==> config.mk <==
export PLATFORM = sky130hd
export DESIGN_NAME = alu_shifter
export DESIGN_NICKNAME = d
export VERILOG_FILES = /design/src/rtl/alu_shifter_pkg.sv /design/src/rtl/alu_shifter_shift_step.sv /design/src/rtl/alu_shifter.sv
export SDC_FILE = /design/constraint.sdc
export NUM_CORES = 1
export LEC_CHECK = 0
export ABC_AREA = 1
export CELL_PAD_IN_SITES_DETAIL_PLACEMENT = 0
export CELL_PAD_IN_SITES_GLOBAL_PLACEMENT = 1
export CORE_UTILIZATION = 33
export CTS_CLUSTER_SIZE = 28
export DETAILED_ROUTE_END_ITERATION = 8
export PLACE_DENSITY_LB_ADDON = 0.1
export SETUP_SLACK_MARGIN = 0.3
export SLEW_MARGIN = 20
export SYNTH_ARGS = -nofsm -noshare
export SYNTH_HDL_FRONTEND = slang
export SYNTH_HIERARCHICAL = 1
export SYNTH_SLANG_ARGS = --single-unit
==> constraint.sdc <==
create_clock -name clk -period 1.7 [get_ports clk]
set_input_delay 0.425 -clock clk [delete_from_list [all_inputs] [get_ports clk]]
set_output_delay 0.425 -clock clk [all_outputs]
set_load 0.02 [all_outputs]
==> src/rtl/alu_shifter_pkg.sv <==
// Shared definitions for the sequential result shifter: widths, shift op codes, FSM states.
package alu_shifter_pkg;

  localparam int unsigned NBITS = 32;
  localparam int unsigned SHW   = $clog2(NBITS);

  localparam logic [1:0] SH_PASS = 2'b00;
  localparam logic [1:0] SH_SLL  = 2'b01;
  localparam logic [1:0] SH_SRL  = 2'b10;
  localparam logic [1:0] SH_SRA  = 2'b11;

  typedef logic [1:0] shifter_state_t;

  localparam shifter_state_t ST_IDLE  = 2'b00;
  localparam shifter_state_t ST_SHIFT = 2'b01;
  localparam shifter_state_t ST_DONE  = 2'b10;

endpackage : alu_shifter_pkg

==> src/rtl/alu_shifter_shift_step.sv <==
// Combinational single-position shifter used on the result register feedback path.
module shift_step
  import alu_shifter_pkg::*;
(
  input  logic [NBITS-1:0] value_i,
  input  logic [1:0]       op_i,
  output logic [NBITS-1:0] shifted_o
);

  always_comb begin
    shifted_o = value_i;
    case (op_i)
      SH_SLL:  shifted_o = {value_i[NBITS-2:0], 1'b0};
      SH_SRL:  shifted_o = {1'b0, value_i[NBITS-1:1]};
      SH_SRA:  shifted_o = {value_i[NBITS-1], value_i[NBITS-1:1]};
      default: shifted_o = value_i;
    endcase
  end

endmodule : shift_step

==> src/rtl/alu_shifter.sv <==
// One-bit-per-clock shifter between the ALU result mux and the C bus, with N/Z flag capture.
module alu_shifter
  import alu_shifter_pkg::*;
(
  input  logic             clk,
  input  logic             reset,
  input  logic [NBITS-1:0] y,
  input  logic [SHW-1:0]   shamt,
  input  logic [1:0]       op,
  input  logic             start,
  output logic [NBITS-1:0] result,
  output logic             n_flag,
  output logic             z_flag,
  output logic             busy,
  output logic             done
);

  shifter_state_t   state_q, state_d;
  logic [NBITS-1:0] result_q, result_d;
  logic [SHW-1:0]   cnt_q, cnt_d;
  logic [1:0]       op_q, op_d;
  logic             n_q, n_d;
  logic             z_q, z_d;
  logic [NBITS-1:0] step_value;

  shift_step u_shift_step (
    .value_i   (result_q),
    .op_i      (op_q),
    .shifted_o (step_value)
  );

  always_ff @(posedge clk) begin
    if (reset) begin
      state_q  <= ST_IDLE;
      result_q <= '0;
      cnt_q    <= '0;
      op_q     <= SH_PASS;
      n_q      <= 1'b0;
      z_q      <= 1'b0;
    end else begin
      state_q  <= state_d;
      result_q <= result_d;
      cnt_q    <= cnt_d;
      op_q     <= op_d;
      n_q      <= n_d;
      z_q      <= z_d;
    end
  end

  // Flags are taken from the value result assumes on the edge that enters DONE.
  always_comb begin
    state_d  = state_q;
    result_d = result_q;
    cnt_d    = cnt_q;
    op_d     = op_q;
    n_d      = n_q;
    z_d      = z_q;
    case (state_q)
      ST_IDLE, ST_DONE: begin
        state_d = ST_IDLE;
        if (start) begin
          result_d = y;
          cnt_d    = shamt;
          op_d     = op;
          if (op == SH_PASS || shamt == '0) begin
            state_d = ST_DONE;
            n_d     = y[NBITS-1];
            z_d     = (y == '0);
          end else begin
            state_d = ST_SHIFT;
          end
        end
      end
      ST_SHIFT: begin
        result_d = step_value;
        cnt_d    = cnt_q - SHW'(1);
        if (cnt_q == SHW'(1)) begin
          state_d = ST_DONE;
          n_d     = step_value[NBITS-1];
          z_d     = (step_value == '0);
        end
      end
      default: state_d = ST_IDLE;
    endcase
  end

  assign result = result_q;
  assign n_flag = n_q;
  assign z_flag = z_q;
  assign busy   = (state_q == ST_SHIFT);
  assign done   = (state_q == ST_DONE);

endmodule : alu_shifter

# After elaboration in Yosys (flattened, before gate mapping)
# Cells that the tools add are included.
[word_totals]
wordCells = 44
inputBits = 42
out_inout_bits = 36
regBits = 43
[classes]
add_sub_neg = 1
mux = 17
eq_ne = 9
reduce_logical = 11
[ops]
columns = ["op", "count"]
rows = [
  ["32-bit one-hot mux with 3 select lines", 1],
  ["32-bit logical NOT", 2],
  ["32-bit one-hot mux with 2 select lines", 1],
  ["32-bit two-way mux", 1],
  ["5-bit one-hot mux with 2 select lines", 1],
  ["2-bit equality test, second input constant", 3],
  ["1-bit two-way mux", 6],
  ["2-bit two-way mux", 3],
  ["5-bit by 1-bit equality test with 1-bit output, second input constant", 1],
  ["5-bit logical NOT", 1],
  ["5-bit two-way mux", 1],
  ["5-bit by 1-bit subtractor with 5-bit output, second input constant", 1],
  ["2-bit by 1-bit equality test with 1-bit output, second input constant", 2],
  ["2-bit logical NOT", 2],
  ["2-bit != test, second input constant", 2],
  ["1-bit one-hot mux with 2 select lines", 2],
  ["2-bit one-hot mux with 2 select lines", 1],
  ["2-bit AND reduction", 2],
  ["4-bit AND reduction", 1],
  ["2-bit by 1-bit != test with 1-bit output, second input constant", 1],
  ["2-bit nonzero test", 1],
  ["2-bit OR reduction", 1],
  ["1-bit logical OR", 1],
]

# Logic depth before layout (Yosys ltp)
[logic_depth]
word_depth = 5
mapped_depth = 14
depth_no_buf = 12

# By module
# Netlist, hierarchy kept.
[modules_own_cells]
columns = ["module", "cells_each", "area_per_inst_um2", "n_inst"]
rows = [
  ["alu_shifter", 305, 2108.3, 1],
  ["shift_step", 143, 710.7, 1],
]

# Least setup slack after synthesis
# No wires, ideal clock.
[synth_timing]
path_kind = "register -> register"
start = "reg op_q[0]"
end = "reg result_q[26] (netlist: result[26])"
arrival_ps = 1316
period_less_slack_ps = 1386
t_required_ps = 1630
path_stages_with_launch = 9
setup_ps = 70
setup_slack_ps = 314
cell_sequence = "dfxtp_1 -> buf_6 -> nor2_8 -> buf_8 -> nand2_1 -> nand3_1 -> nor2_1 -> or3_1 -> a21oi_1"
[synth_via]
elab_chain_cells = 3
[synth_rtl]
columns = ["element", "line", "text"]
rows = [
  ["start, declared", "alu_shifter.sv:21", "logic [1:0] op_q, op_d;"],
  ["start signal, assigned", "alu_shifter.sv:44", "op_q <= op_d;"],
  ["2-bit equality test / 2-bit by 1-bit equality test with 1-bit output (equally long branches)", "alu_shifter_shift_step.sv:12", "case (op_i)"],
  ["32-bit one-hot mux with 3 select lines *", "alu_shifter_shift_step.sv:12", ""],
  ["net step_value[26]", "alu_shifter.sv:24", "logic [NBITS-1:0] step_value;"],
  ["32-bit one-hot mux with 2 select lines *", "alu_shifter.sv:58", "case (state_q)"],
  ["end signal, assigned", "alu_shifter.sv:42", "result_q <= result_d;"],
  ["end, declared", "alu_shifter.sv:19", "logic [NBITS-1:0] result_q, result_d;"],
]
# Mark *: on every way through the listed nets, which the timed path passes. The rest lies on a longest branch.
# A chain may end at the register's enable or synchronous reset.

# Worst setup path after layout
[layout_timing]
start = "reg op_q[1]"
end = "reg result_q[26] (netlist: result[26])"
# Same word-level chain as after synthesis.

==> results.yml <==
hold_path:
  hp-class: "reg2reg"
  min_from: "cnt_q[4]$_SDFFE_PP0P_"
  min_to: "cnt_q[4]$_SDFFE_PP0P_"
  hold_depth: 2
setup_path:
  r2r-start: "op_q[1]$_SDFFE_PP0P_"
  r2r_slack_ns: 0.12
  critPathKind: "reg2reg"
  crit_fanout: 9
  required_ns: 1.94
  start_kind: "register"
  cp_data_arrival_time_ns: 1.82
  r2r-end: "result[26]$_SDFFE_PP0P_"
  reg2reg_depth: 8
  end_kind: "register"
synth:
  synthCells: 448
  avgSynthCellArea_um2: 6.29
  synth_nets: 492
  syn_area_um2: 2820
  synth_cell_type_count: 29
  ys_seq_elements: 43
  ys_seq_area_frac: 0.305
  yosysWarningCount: 6
floorplanning:
  num_rows: 33
  start_util: 0.341
  die_h_um: 94.4
  die_area_um2: 8920
  die_w_um: 94.4
  boundaryPins: 78
  core_area_um2: 8260
power:
  switchingPower_mw: 1.45
  power_leakage_nw: 1.82
  ir_drop_mv: 0.444
  finalPower_mw: 3.64
  powerDensity_nw_per_um2: 871
  clkPwrFrac: 0.192
  p_int_mw: 2.19
  switching_share: 0.397
  combPwrFrac: 0.442
  sequentialPowerShare: 0.365
layout:
  utilization: 0.505
  final_common_cell: "nand2_1"
  nets: 577
  drive_above_1_share: 0.296
  multi_input_area_um2: 1800
  layout.cells.non_filler: 638
  area_growth_pct: 48.1
  diodes: 0
  seq_area_um2: 912
  filler_cell_count: 836
  final_cell_mix: "91 x nand2_1, 62 x nand3_1, 45 x nor2_1"
grt:
  grt_max_degree: 63
  grt_pass1_vias: 2930
  antenna_found_initial: 0
  grt.busiest_layer: "met2"
  grt_util_all_layers: 0.211
  gr-usage-met1: 0.291
  grt-ovfl-total: 0
  globalRouteMet2Util: 0.342
  grt_util_met3: 0.0306
  grt_pass1_wl_mm: 14.7
clock_network:
  cts_tree: "built"
  clk_pin_slew_ns: 0.08
  clk_latency_ns: 0.31
  cts_buffers: 5
  cts_hold_buf: 0
  cts_buffer_depth: 2
  htreeDepth: 2
  cts.sinks: 43
  cts_root_buf: "clkbuf_8"
detailed_routing:
  drtIter0Drc: 256
  firstDrtPassIters: 5
  wl_per_cell_um: 16.0
  ant_nets: 0
  vias_per_cell: 5.38
  via_count: 3435
  drc: 0
  routed_wl_mm: 10.2
placed_design:
  portBuffers: 77
  place_inst: 619
  dpl.hpwl_mm: 6.34
  place_congestion: 0.774
sta:
  clock_skew_ns: 0.00519
  rsz0062_at_grt: "true"
  slew_violations: 0
  worst_hold_slack_ns: 0.472
  min_period_over_period: 0.927
  final-setup-viol-count: 0
  min_period_ns: 1.58
  maxSlewHeadroom: 0.845
  finalHoldViolations: 0
  fin_setup_tns_ns: 0
  timing.fmax_mhz: 635
  worst_pin_slew_ns: 0.232
flow_run:
  max-cap-violations: 0
status:
  status: "finished clean"
[worst max-delay path, stage by stage (launching register included)]
cell and delay [ns]:
dfxtp_4 0.37, buf_6 0.12, nor2_8 0.16, buf_12 0.16
nand2_1 0.06, nand3_1 0.07, nor2_1 0.06, or3_1 0.37
a21oi_2 0.14
[per-stage QoR]
step	cell area, µm²	setup WS, ns
floorplan	2820	0.314
global placement	3750	-0.107
detailed placement	3750	-0.101
CTS	4030	0.0853
global route	4170	0.0289
finish	4170	0.124
[worst max-delay path by stage]
stage | from | to | depth (start not counted) | slack [ns]
6_report | op_q[1]$_SDFFE_PP0P_ | result[26]$_SDFFE_PP0P_ | 8 | 0.12
5_1_grt | op_q[1]$_SDFFE_PP0P_ | z_flag$_SDFFE_PP0P_ | 14 | 0.03
4_1_cts | op_q[1]$_SDFFE_PP0P_ | z_flag$_SDFFE_PP0P_ | 13 | 0.09
3_5_place_dp | op[0] | z_flag$_SDFFE_PP0P_ | 9 | -0.10
3_3_place_gp | op[0] | z_flag$_SDFFE_PP0P_ | 9 | -0.11
2_1_floorplan | op_q[0]$_SDFFE_PP0P_ | result[26]$_SDFFE_PP0P_ | 8 | 0.31
[power by group through the flow]
stage / combinational [mW] / clock, mW / sequential, mW
3_5_place_dp: 1.40 / 0 / 1.32
2_1_floorplan: 0.747 / 0 / 1.40
4_1_cts: 1.44 / 0.709 / 1.32
6_report: 1.61 / 0.700 / 1.33
3_3_place_gp: 1.40 / 0 / 1.32
5_1_grt: 1.74 / 0.755 / 1.35
[state kept, by name (all words and copies together), names as in the netlist]
signal   flops
result      32
n_flag       1
op_q         2
z_flag       1
cnt_q        5
state_q      2
[kinds of logic after synthesis]
logic type / share of synthesized area
AO/OA/AOI/OAI: 0.208
XOR/XNOR: 0.00622
adder cells (fa/ha/maj): 0.00888
buffers and inverters: 0.111
flip-flops: 0.305
AND/OR/NAND/NOR: 0.361
[layout make-up]
cell class | count | share of cell area
clock buffers | 6 | 0.0198
clock inverters | 1 | 0.00120
inverters | 29 | 0.0291
multi-input cells | 346 | 0.430
flip-flops and latches | 43 | 0.219
well taps | 105 | 0.0315
repair buffers | 108 | 0.269
[per-layer routing]
metal / vias to the layer above / routed length (µm)
met5: - / 0
met1: 1591 / 4700
met2: 143 / 4790
met4: 0 / 94
met3: 9 / 655
li1: 1692 / -
[timing repair]
item                       in CTS  in global routing
cloned                          1                  4
setup endpoints to repair      41                 60
pin swaps                       3                 12
gates resized for setup       157                 82
setup buffers                   3                  4
[Yosys cell counts (all sizes together)]
| cell | count | share of area |
|---|---|---|
| or3 | 1 | 0.0022 |
| o211ai | 1 | 0.0027 |
| dfxtp | 43 | 0.31 |
| a21oi | 36 | 0.064 |
| inv | 29 | 0.039 |
| xor2 | 1 | 0.0031 |
| o31ai | 1 | 0.0027 |
| or2 | 2 | 0.0044 |
| clkbuf | 4 | 0.0053 |
| o21ai | 37 | 0.066 |
| and2 | 1 | 0.0022 |
| nor2 | 52 | 0.078 |
| xnor2 | 1 | 0.0031 |
| nand2 | 104 | 0.14 |
| buf | 26 | 0.067 |
| a221oi | 2 | 0.0062 |
| and3 | 1 | 0.0022 |
| ha | 2 | 0.0089 |
| o22ai | 30 | 0.067 |
| nand3 | 74 | 0.13 |
No activity file was read; power rests on OpenSTA's default activity.
